<file path="src/rtl/alu_share_arb.sv">
// rtl/alu_share_arb.sv - round-robin sharing of one external ALU between two requesters
module alu_share_arb #(
    parameter logic RR_INIT = 1'b1
) (
    input  logic        clk,
    input  logic        reset,
    input  logic        req0_valid,
    output logic        req0_ready,
    input  logic [1:0]  req0_op,
    input  logic [31:0] req0_a,
    input  logic [31:0] req0_b,
    input  logic [1:0]  req0_flagw,
    input  logic        req1_valid,
    output logic        req1_ready,
    input  logic [1:0]  req1_op,
    input  logic [31:0] req1_a,
    input  logic [31:0] req1_b,
    input  logic [1:0]  req1_flagw,
    output logic        rsp0_valid,
    input  logic        rsp0_ready,
    output logic [31:0] rsp0_result,
    output logic        rsp1_valid,
    input  logic        rsp1_ready,
    output logic [31:0] rsp1_result,
    output logic [3:0]  flags0,
    output logic [3:0]  flags1,
    output logic [31:0] alu_a,
    output logic [31:0] alu_b,
    output logic [1:0]  alu_ctrl,
    input  logic [31:0] alu_result,
    input  logic [3:0]  alu_flags
);

    typedef enum logic {IDLE, EXEC} state_t;

    state_t     state;
    logic       last_served;
    logic       cur_port;
    logic [1:0] cur_flagw;

    logic       elig0;
    logic       elig1;
    logic       grant_any;
    logic       grant_port;

    // Eligibility and round-robin pick; a port with an unconsumed response is held off
    always_comb begin
        elig0     = req0_valid & ~rsp0_valid;
        elig1     = req1_valid & ~rsp1_valid;
        grant_any = elig0 | elig1;
        if (elig0 & elig1) begin
            grant_port = ~last_served;
        end else begin
            grant_port = elig1;
        end
        req0_ready = (state == IDLE) & elig0 & ~grant_port;
        req1_ready = (state == IDLE) & elig1 & grant_port;
    end

    // Sequencer: latch the granted operation, then capture the ALU output one cycle later
    always_ff @(posedge clk) begin
        if (reset) begin
            state       <= IDLE;
            last_served <= RR_INIT;
            cur_port    <= 1'b0;
            cur_flagw   <= 2'b00;
            alu_a       <= 32'd0;
            alu_b       <= 32'd0;
            alu_ctrl    <= 2'b00;
            rsp0_valid  <= 1'b0;
            rsp1_valid  <= 1'b0;
            rsp0_result <= 32'd0;
            rsp1_result <= 32'd0;
            flags0      <= 4'b0000;
            flags1      <= 4'b0000;
        end else begin
            if (rsp0_valid & rsp0_ready) begin
                rsp0_valid <= 1'b0;
            end
            if (rsp1_valid & rsp1_ready) begin
                rsp1_valid <= 1'b0;
            end
            case (state)
                IDLE: begin
                    if (grant_any) begin
                        alu_ctrl    <= grant_port ? req1_op    : req0_op;
                        alu_a       <= grant_port ? req1_a     : req0_a;
                        alu_b       <= grant_port ? req1_b     : req0_b;
                        cur_flagw   <= grant_port ? req1_flagw : req0_flagw;
                        cur_port    <= grant_port;
                        last_served <= grant_port;
                        state       <= EXEC;
                    end
                end
                EXEC: begin
                    // The granted port had no pending response, so setting valid here never races the clear above
                    if (cur_port == 1'b0) begin
                        rsp0_result <= alu_result;
                        rsp0_valid  <= 1'b1;
                        if (cur_flagw[1]) begin
                            flags0[3:2] <= alu_flags[3:2];
                        end
                        if (cur_flagw[0]) begin
                            flags0[1:0] <= alu_flags[1:0];
                        end
                    end else begin
                        rsp1_result <= alu_result;
                        rsp1_valid  <= 1'b1;
                        if (cur_flagw[1]) begin
                            flags1[3:2] <= alu_flags[3:2];
                        end
                        if (cur_flagw[0]) begin
                            flags1[1:0] <= alu_flags[1:0];
                        end
                    end
                    state <= IDLE;
                end
                default: state <= IDLE;
            endcase
        end
    end

endmodule

</file>
<file path="config.mk">
export PLATFORM = sky130hd
export DESIGN_NAME = alu_share_arb
export DESIGN_NICKNAME = d
export VERILOG_FILES = /design/src/rtl/alu_share_arb.sv
export SDC_FILE = /design/constraint.sdc
export NUM_CORES = 1
export LEC_CHECK = 0
export BUFFER_PORTS_ARGS = -buffer_cell sky130_fd_sc_hd__buf_2
export CORE_MARGIN = 5
export CORE_UTILIZATION = 29
export CTS_CLUSTER_DIAMETER = 40
export DETAILED_ROUTE_END_ITERATION = 8
export GPL_TIMING_DRIVEN = 0
export SLEW_MARGIN = 40
export SYNTH_ARGS = -nofsm -noshare
export SYNTH_HDL_FRONTEND = slang
export SYNTH_SLANG_ARGS = --single-unit
</file>
<file path="constraint.sdc">
create_clock -name clk -period 3.8 [get_ports clk]
set_input_delay 0.57 -clock clk [delete_from_list [all_inputs] [get_ports clk]]
set_output_delay 0.57 -clock clk [all_outputs]
set_load 0.01 [all_outputs]
</file>
Word-level counts from Yosys, hierarchy flattened --
Cells that the tools add are included.
Word-level totals: register bits after elaboration 145, input port bits 178, output and inout port bits 142, logic and storage cells 51
Operators by class: multiplexer cells 13, bitwise logic cells 16, reductions and logical operators 7
Operators with widths (count):
- $mux 32 | 2
- $reduce_and 3->1 | 4
- $and 1x1->1 | 9
- $mux 1 | 8
- $not 1->1 | 6
- $reduce_and 2->1 | 3
- $mux 2 | 2
- $pmux 1 s2 | 1
- $or 1x1->1 | 1

Logic depth before layout (Yosys ltp) --
Gate-level depths: netlist of the first run.
depth after elaboration 6, gate-level depth with buffers 7, depth with buffers taken out 4

Least setup slack after synthesis of the first run --
Ideal clock, no wire load.
path type input to output, from input req0_valid, to output req0_ready, arrival 1.280 ns, required time 3.230 ns, slack 1.950 ns, stages 4, buffers on the path 1, cell sequence and3b_2 > nor2_4 > clkbuf_1 > nor3_1
On the way: word-level cells in the longest chain between the ends 5, elaborated cells between the ends (all ways) 6, classes of those cells 1 x mux; 5 x bitwise
RTL lines:
- from (decl) | RTL line 7 | input logic req0_valid,
- $and 1x1->1 (*) | RTL line 48 | elig0 = req0_valid & ~rsp0_valid;
- $and 1x1->1 | RTL line 51 | if (elig0 & elig1) begin
- $mux 1 | RTL line 51
- $not 1->1 | RTL line 56 | req0_ready = (state == IDLE) & elig0 & ~grant_port;
- $and 1x1->1 (*) | RTL line 56
- to (decl) | RTL line 8 | output logic req0_ready,
Every way passes the cells marked *; elsewhere a longest branch is shown, timed or not.

Worst setup path in the final report of the first run --
from register rsp0_valid, to output req0_ready
On the way: word-level cells in the longest chain between the ends 6, elaborated cells between the ends (all ways) 7, classes of those cells 1 x mux; 6 x bitwise
RTL lines:
- from (decl) | RTL line 19 | output logic rsp0_valid,
- from (signal assigned) | RTL line 70 | rsp0_valid <= 1'b0;
- from (signal assigned) | RTL line 78 | rsp0_valid <= 1'b0;
- from (signal assigned) | RTL line 99 | rsp0_valid <= 1'b1;
- $not 1->1 (*) | RTL line 48
- $and 1x1->1 (*) | RTL line 48
- $and 1x1->1 | RTL line 51
- $mux 1 | RTL line 51
- $not 1->1 | RTL line 56
- $and 1x1->1 (*) | RTL line 56
Marked as above.

==> results by group, run 1 <==
Setup path
  – Sequence of cells on the critical path: and3b_2, nor2_4, clkbuf_1, nor3_1, buf_2
  – Max stage delay on crit path: approximately 430 ps
  – Top delay family on crit path: buffers and inverters
  – Worst Path Required: 3230 ps
  – CP Capture Type: output pin
  – Worst-path maximum fanout: 10
  – Crit Path Category: flop to output pin
  – CP startpoint kind: flop
  – Max stage delay cell, worst path: clkbuf_1
  – Critical path arrival: 1950 ps
  – CP bufs+invs: 2

Routing
  – First DRT Iteration DRCs: between 150 and 200
  – Final ANT Viol Nets: 0
  – WL per Instance: 16.5 um
  – Vias: 6199
  – WL final: 22000 um
  – Number of iterations in the first detailed-routing pass: 4
  – Via density: 4.65
  – Drt drc: 0

Synth
  – Part of the Yosys area used for sequential elements: 50.8%
  – Synth cell types: 23
  – Synth Net Count: 897
  – Seq cells post-synth: 145
  – Post-Syn Area per Cell: 7.95 um^2
  – Post-synthesis cell area: ~0.0057 mm^2
  – Synth area leaders: dfxtp_1, nand2_1, a21oi_1
  – Yosys top cell by area: dfxtp_1
  – Fraction of synthesized cell area taken by the top area cell type: 50.8%
  – Yosys warnings: 0
  – Syn Inst Count: just over 700

Timing
  – Layout Skew: 12.9 ps
  – Hold Violations, Final: 0
  – Maximum clock rate: 397 MHz
  – Worst Hold Margin: 380 ps
  – Post-layout min period: 2520 ps
  – RSZ-0062 raised after global routing: false
  – Setup Viol. Count Final: 0
  – Max Transition Viols Final: 0
  – Final setup margin: 1280 ps
  – Worst slew margin: approximately half
  – Final setup TNS: 0 ps
  – Least-Margin Pin Slew: 759 ps
  – Tcrit/Tclk final: 66.4%

Power
  – Power Density: 495 mW/mm^2
  – Leak: 0.00385 uW
  – Max rail drop VDD: 284 uV

CTS
  – PostCTS Resize Cnt: 0
  – CTS HTree Levels: 4
  – CTS root buffer: clkbuf_16
  – Clk buf depth: 2
  – CTS tree: built
  – CTS buffer count: 17
  – Clock slew at reported path FFs: 70 ps
  – # Post-CTS Setup Buffers: 0
  – Worst-skew pair later-pin latency: 420 ps
  – Sink Count: 145
  – # hold bufs at CTS: 0

Global routing
  – GR Util met2: between 30% and 40%
  – Busiest grt layer: met2
  – GRT Util Overall: 18.8%
  – Global-route wire length before repair: 33100 um
  – Met1 usage: 22.6%
  – Largest net degree at the start of global routing: 17
  – GR Util met3: under 10%
  – Initial antenna violation count: 4
  – GRT overflow: 0
  – Vias in the first global route: about 6000

Cells and area
  – Ant. Diodes: 0
  – Ratio of cells with drive above 1 in the final layout: between 30% and 40%
  – # nets final: 1234
  – Util after Layout: a little over two fifths
  – Final instance area: 0.00819 mm^2
  – Layout area overhead: 43.2%

Placement
  – I/O Buffers: around 320
  – Dpl hpwl: 17100 um
  – GPL Wtd Cong: 0.873
  – Placement Setup Slack: about 1200 ps
  – DP Area: between 0.007 and 0.008 mm^2

Status
  – Status: complete, no violations

Die
  – Die width: 150 um
  – # rows: 51
  – Initial Utilization: between 20% and 30%
  – Die Height: 150 um
  – # IOs: 320
  – Die ar.: between 0.02 and 0.025 mm^2
  – Core Region: roughly 0.019 mm^2

Run
  – Max-cap check violation count: 0

Worst hold path
  – Hold WC Path Type: primary input to flop
==> cell type report <==
class	instances	area [um^2]
clock buffer	17	425
multi-input combinational	513	2530
clock inverter	15	121
buffer	61	288
sequential	145	2900
timing repair buffer	318	1590
fill	2034	11300
tap	265	332
==> synth_stat cells (all sizes together) <==
library cell / number
nand2: 209
dfxtp: 145
a21oi: 144
nor2: 71
a211oi: 68
buf: 35
clkbuf: 26
nand3: 8
nand2b: 5
nor3: 2
a211o: 1
a21o: 1
and2: 1
and3b: 1
nor2b: 1
or2: 1
==> kinds of logic (layout without fill, tap and decap cells) <==
kind of cell | Yosys count | after routing | synth area share (%)
buf+inv | 61 | 411 | 5.03
compound gates | 214 | 214 | 23.6
simple gates | 299 | 299 | 20.6
flops | 145 | 145 | 50.8
==> placed cells by master, fill, tap and decap left out, types with 4 or more instances in the layout <==
cell | synthesis | layout
clkbuf_16 | 0 | 17
buf_1 | 5 | 5
nand3_1 | 8 | 8
inv_6 | 0 | 6
a211oi_2 | 20 | 20
buf_4 | 6 | 6
a211oi_1 | 48 | 48
nand2_1 | 209 | 209
clkbuf_1 | 26 | 26
nand2b_1 | 4 | 4
a21oi_1 | 143 | 143
dfxtp_1 | 145 | 145
buf_2 | 23 | 341
nor2_1 | 70 | 70
==> where the power goes <==
| group | total [uW] | switching (uW) | internal, uW |
|---|---|---|---|
| Clock | 1590 | 738 | 853 |
| Sequential | 1710 | 67.1 | 1640 |
| Combinational | 752 | 450 | 302 |
==> per-stage QoR <==
step / power [uW] / std cells
2_1_floorplan: 2150 / 719
3_3_place_gp: 2500 / 1302
3_5_place_dp: 2500 / 1302
4_1_cts: 4090 / 1334
5_1_grt: 4250 / 1334
6_report: 4050 / 1334
==> worst reg2reg max path, stage by stage (launching register included) <==
cell and delay, ps:
dfxtp_1 340, nand2b_1 190, a21oi_2 400, buf_4 270, buf_2 250, nor2_1 80, a211oi_2 190
==> registers in the layout (all words and copies together) (netlist names) <==
register,flops
alu_a,32
alu_b,32
alu_ctrl,2
cur_flagw,2
cur_port,1
flags0,4
flags1,4
last_served,1
rsp0_result,32
rsp0_valid,1
rsp1_result,32
rsp1_valid,1
state,1
==> path summary, 6_finish.rpt <==
path / startpoint / to / slack, ps / cells past startpoint
setup / recovery: rsp0_valid / req0_ready / 1280 / 5
hold / removal: req0_b[21] / alu_b[21] / 380 / 3
setup reg to reg: rsp0_valid / alu_a[26] / 2010 / 6
hold reg to reg: rsp1_result[7] / rsp1_result[7] / 450 / 2
==> routing by layer <==
metal / part of all wire [%] / vias to the layer above
met3: 9.2 / 40
met5: 0.24 / -
met4: 2.2 / 8
met1: 41 / 2817
met2: 47 / 242
li1: - / 3092
Note: power is estimated with default switching activity, not from simulation.
==> run 2: changes to the inputs <==
Clock period 3.8 ns to 2.4 ns, I/O delays scaled along.
==> results by group, run 2 (same netlist as run 1, synthesis figures left out) <==
Status
  – Status: complete, no violations

Power
  – Switch share: 30.9% (-0.056 points)
  – Clock power frac: 39.3% (about the same)
  – Total power: 6410 uW (+58%)
  – Combinational Power Share: 18.6% (about the same)
  – Max rail drop VDD: 450 uV (+59%)
  – Int Pwr: 4430 uW (+58%)
  – P_sw: 1980 uW (+58%)
  – Power Density: 783 mW/mm^2 (+58%)
  – Reg power frac: 42.2% (about the same)
  – Leak: 0.00384 uW (about the same)

Timing
  – Post-layout min period: 2030 ps
  – Maximum clock rate: 493 MHz
  – Worst slew margin: 47.8% (-1.6 points)
  – Worst Hold Margin: 170 ps (-210 ps)
  – Hold Violations, Final: 0 (unchanged)
  – Least-Margin Pin Slew: 783 ps (+23.8 ps)
  – Max Transition Viols Final: 0 (unchanged)
  – Layout Skew: 12.4 ps (-0.554 ps)
  – RSZ-0062 raised after global routing: false
  – Tcrit/Tclk final: 84.6%
  – Setup Viol. Count Final: 0 (unchanged)
  – Final setup TNS: 0 ps (unchanged)

Die
  – Die Height: 150 um (unchanged)
  – Initial Utilization: 29.4% (unchanged)
  – Die ar.: 0.0226 mm^2 (unchanged)
  – # rows: 51 (unchanged)
  – Die width: 150 um (unchanged)
  – # IOs: 320 (unchanged)
  – Core Region: 0.0195 mm^2 (unchanged)

CTS
  – Clk buf depth: 2 (unchanged)
  – # Post-CTS Setup Buffers: 0 (unchanged)
  – PostCTS Resize Cnt: 0 (unchanged)
  – Sink Count: 145 (unchanged)
  – CTS root buffer: clkbuf_16
  – Clock slew at reported path FFs: 70 ps (about the same)
  – Worst-skew pair later-pin latency: 420 ps (about the same)
  – # hold bufs at CTS: 0 (unchanged)
  – CTS HTree Levels: 4 (unchanged)
  – CTS buffer count: 17 (unchanged)
  – CTS tree: built

Global routing
  – Vias in the first global route: 6133 (unchanged)
  – GRT Util Overall: 18.8% (unchanged)
  – Initial antenna violation count: 4 (unchanged)
  – Global-route wire length before repair: 33100 um (unchanged)
  – GRT overflow: 0 (unchanged)
  – Largest net degree at the start of global routing: 17 (unchanged)

Routing
  – Drt drc: 0 (unchanged)
  – Final ANT Viol Nets: 0 (unchanged)
  – First DRT Iteration DRCs: 174 (-1.1%)
  – WL final: 22000 um (-0.19%)
  – WL per Instance: 16.5 um (-0.11%)
  – Vias: 6208 (+0.15%)
  – Number of iterations in the first detailed-routing pass: 4 (unchanged)
  – Via density: 4.66 (+0.22%)

Setup path
  – Worst-path maximum fanout: 15 (+5)
  – Worst Path Required: 2040 ps (-1190 ps)
  – Crit Path Category: flop to output pin
  – Critical path arrival: 1670 ps (-280 ps)
  – CP Capture Type: output pin
  – CP startpoint kind: flop

Cells and area
  – Most frequent cells in the layout: buf_2, nand2_1, dfxtp_1, a21oi_1, nor2_1
  – Commonest non-fill, non-tap cell in the layout: buf_2
  – Ant. Diodes: 0 (unchanged)
  – Register area: 0.00290 mm^2 (unchanged)
  – Footprint of the multi-input gates: 0.00253 mm^2 (unchanged)
  – Ratio of cells with drive above 1 in the final layout: 37.8% (about the same)
  – # nets final: 1233 (-0.081%)
  – Fillers: 2034 (unchanged)
  – Layout area overhead: 43.1% (about the same)

Placement
  – I/O Buffers: 318 (unchanged)
  – GPL Wtd Cong: 0.873 (unchanged)
  – Dpl hpwl: 17100 um (unchanged)

Worst hold path
  – Hold WC Path Type: primary input to flop

Run
  – Max-cap check violation count: 0 (unchanged)
==> run 2: cell types whose count changed in the layout (fill, tap and decap cells not counted) <==
cell      previous run  this run
clkbuf_1            26        25
==> run 2: layer usage <==
metal	global-route usage, %	up-vias	share of wire [%]
met4	6.54	8	2.1
met2	31.3	258	47
li1	-	3088	-
met3	6.44	40	9.6
met1	22.6	2814	41
met5	0	-	0.21
==> run 2: power by group through the flow <==
stage | logic [uW] | registers (uW) | clock network [uW]
2_1_floorplan | 574 | 2830 | 0
3_3_place_gp | 1200 | 2750 | 0
3_5_place_dp | 1210 | 2750 | 0
4_1_cts | 1210 | 2700 | 2560
5_1_grt | 1320 | 2730 | 2690
6_report | 1190 | 2700 | 2520
==> run 2: critical path: stages, from the launching register on <==
cell and delay [ps]:
dfxtp_1 380, and3b_2 260, nor2_4 380, nor3_1 70, buf_2 160
==> run 2: worst paths after layout <==
check | slack (ps) | startpoint | endpoint | cells after the start
setup / recovery | 370 | rsp0_valid | req0_ready | 4
hold / removal | 170 | req0_b[21] | alu_b[21] | 3
setup reg to reg | 500 | rsp0_valid | alu_a[20] | 6
hold reg to reg | 450 | rsp1_result[7] | rsp1_result[7] | 2
==> run 2: layout make-up <==
class                   instances  share of cell area, %
multi-input cells             513                   30.9
well taps                     265                   4.05
flip-flops and latches        145                   35.5
plain buffers                  60                   3.47
clock inverters                15                   1.48
repair buffers                318                   19.4
clock buffers                  17                   5.20
==> run 2: through the flow <==
stage	setup slack (ps)	util [%]	cells	area, um^2
3_5_place_dp	9.25	39.3	1302	7640
5_1_grt	190	42.1	1333	8180
6_report	370	42.1	1333	8180
4_1_cts	49.2	42.1	1334	8190
3_3_place_gp	34.6	39.3	1302	7640
2_1_floorplan	901	-	719	5720
==> run 3: changes to the inputs <==
Clock period 2.4 ns to 1.75 ns, I/O delays scaled along.
==> results by group, run 3 (same netlist as run 1, synthesis figures left out) <==
Setup path
  – CP startpoint kind: flop
  – CP Capture Type: output pin
  – Crit Path Category: flop to output pin
  – Max stage delay on crit path: 340 ps (-40 ps)
  – Max stage delay cell, worst path: dfxtp_2
  – Flop2flop setup slack: 130 ps (-370 ps)
  – Sequence of cells on the critical path: and3b_2, nor2_4, clkbuf_8, nor3_2, buf_2
  – R2R Path End: alu_a[20]
  – Reg-to-Reg Start: rsp0_valid
  – Worst-path maximum fanout: 10 (-5)
  – Critical path arrival: 1510 ps (-160 ps)
  – Worst reg2reg path depth: 7 (+1)
  – Worst Path Required: 1490 ps (-550 ps)

Power
  – Reg power frac: 42.1% (about the same)
  – Power Density: 1070 mW/mm^2 (+36%)
  – Clock power frac: 39.0% (-0.3 points)
  – P_sw: 2720 uW (+37%)
  – Switch share: 30.8% (-0.093 points)
  – Int Pwr: 6100 uW (+38%)
  – Max rail drop VDD: 608 uV (+35%)
  – Combinational Power Share: 18.9% (+0.3 points)
  – Leak: 0.00389 uW (+1.2%)

Placement
  – DP Area: 0.00764 mm^2 (unchanged)
  – GPL Wtd Cong: 0.873 (unchanged)
  – Dpl hpwl: 17100 um (unchanged)
  – I/O Buffers: 318 (unchanged)

Worst hold path
  – Hold path depth: 3 (unchanged)
  – Hold WC Path Type: primary input to flop
  – Hold Crit Endpoint: alu_b[30]
  – Hold Crit Start: req0_b[30]

Timing
  – Worst slew margin: 48.2% (+0.41 points)
  – RSZ-0062 raised after global routing: true
  – Maximum clock rate: 564 MHz
  – Max Transition Viols Final: 0 (unchanged)
  – Tcrit/Tclk final: 101%
  – Post-layout min period: between 1500 and 2000 ps
  – Least-Margin Pin Slew: 777 ps (-6.14 ps)
  – Hold Violations, Final: 0 (unchanged)
  – Setup Viol. Count Final: 1 (+1)
  – Layout Skew: 13.8 ps (+1.46 ps)
  – Final setup margin: -24.4 ps (-395 ps)

Routing
  – Number of iterations in the first detailed-routing pass: 4 (unchanged)
  – Final ANT Viol Nets: 0 (unchanged)
  – Via density: 4.62 (-0.80%)
  – WL per Instance: 16.5 um (-0.12%)
  – Metal-1 WL: 9100 um (+0.97%)
  – Metal3 WL: 2070 um (-1.9%)
  – Met2 Wirelength: 10300 um (about the same)
  – Vias: 6177 (-0.50%)
  – First DRT Iteration DRCs: 188 (+8.0%)
  – Drt drc: 0 (unchanged)
  – Uppermost layer routed: met5
  – WL final: 22000 um (+0.18%)

Cells and area
  – # nets final: 1237 (+0.32%)
  – Commonest non-fill, non-tap cell in the layout: buf_2
  – Most frequent cells in the layout: buf_2, nand2_1, dfxtp_1, a21oi_1, nor2_1
  – Final instance area: 0.00826 mm^2 (+0.95%)
  – Util after Layout: 42.4% (+0.40 points)
  – Ratio of cells with drive above 1 in the final layout: 38.9% (+1.1 points)
  – Layout area overhead: 44.5%
  – Ant. Diodes: 0 (unchanged)

CTS
  – Clock slew at reported path FFs: 70 ps (about the same)
  – Sink Count: 145 (unchanged)
  – CTS root buffer: clkbuf_16
  – Clk buf depth: 2 (unchanged)
  – CTS tree: built
  – # hold bufs at CTS: 0 (unchanged)
  – CTS buffer count: 17 (unchanged)
  – CTS HTree Levels: 4 (unchanged)
  – Worst-skew pair later-pin latency: 420 ps (about the same)

Die
  – Die ar.: 0.0226 mm^2 (unchanged)
  – # IOs: 320 (unchanged)
  – Die Height: 150 um (unchanged)
  – Core Region: 0.0195 mm^2 (unchanged)
  – Initial Utilization: 29.4% (unchanged)
  – # rows: 51 (unchanged)
  – Die width: 150 um (unchanged)

Status
  – Status: finished with violations
  – Failing checks: setup timing

Global routing
  – GRT overflow: 0 (unchanged)
  – Global-route wire length before repair: 33100 um (about the same)
  – Largest net degree at the start of global routing: 17 (unchanged)
  – Initial antenna violation count: 4 (unchanged)
  – Vias in the first global route: 6126 (-0.11%)
  – GRT Util Overall: 18.8% (about the same)

Run
  – Max-cap check violation count: 0 (unchanged)
-- run 3: cell count changes in the layout (fill, tap and decap cells not counted), sizes merged --
cell | previous run | this run
clkbuf | 42 | 46
-- run 3: metrics by stage --
step                total power [uW]  std cells  worst slack (ps)  TNS [ps]  hold slack, ps
floorplan                       4670        719               251         0             398
global placement                5420       1302              -518    -24340             436
detailed placement              5440       1302              -543    -25180             444
CTS                             8900       1335             -66.5      -111            57.2
global route                    9270       1337              -106      -106            65.3
finish                          8820       1337             -24.4     -24.4            76.2
-- run 3: worst max-delay path, delay by kind of cell, from the launching register on --
family	cells	cell delay, ps
AND/OR/NAND/NOR	3	430
buffers and inverters	2	330
flip-flops	1	340
-- run 3: layout make-up --
type,instances,area (um^2)
plain buffers,61,320
clock buffers,17,425
clock inverters,15,121
fillers,2034,11200
multi-input cells,513,2540
flip-flops and latches,145,2900
well taps,265,332
repair buffers,321,1610
-- run 3: how the worst max path moves through the flow --
stage | from | to | slack, ps | cells after the start
floorplan | rsp0_valid | alu_a[17] | 250 | 7
global placement | reset | flags1[3] | -520 | 4
detailed placement | reset | rsp0_result[8] | -540 | 4
CTS | rsp0_valid | req0_ready | -70 | 5
global route | rsp0_valid | req0_ready | -110 | 5
finish | rsp0_valid | req0_ready | -20 | 5
-- run 3: routing by layer --
metal / vias up / global-route usage, %
met2: 242 / 31.3
met1: 2792 / 22.7
met3: 36 / 6.44
met4: 8 / 6.54
met5: - / 0
li1: 3099 / -
-- run 3: power by group through the flow --
stage | clock [uW] | sequential, uW | combinational [uW]
global placement | 0 | 3770 | 1650
CTS | 3510 | 3710 | 1670
floorplan | 0 | 3880 | 787
finish | 3440 | 3710 | 1660
detailed placement | 0 | 3780 | 1660
global route | 3690 | 3740 | 1840
-- run 3: what timing repair did --
item / CTS / global route
resized for setup: 10 / 9
setup buffers: 1 / 2
endpoints found under the setup margin: 97 / 22
cloned: 0 / 0
pin swaps: 1 / 0
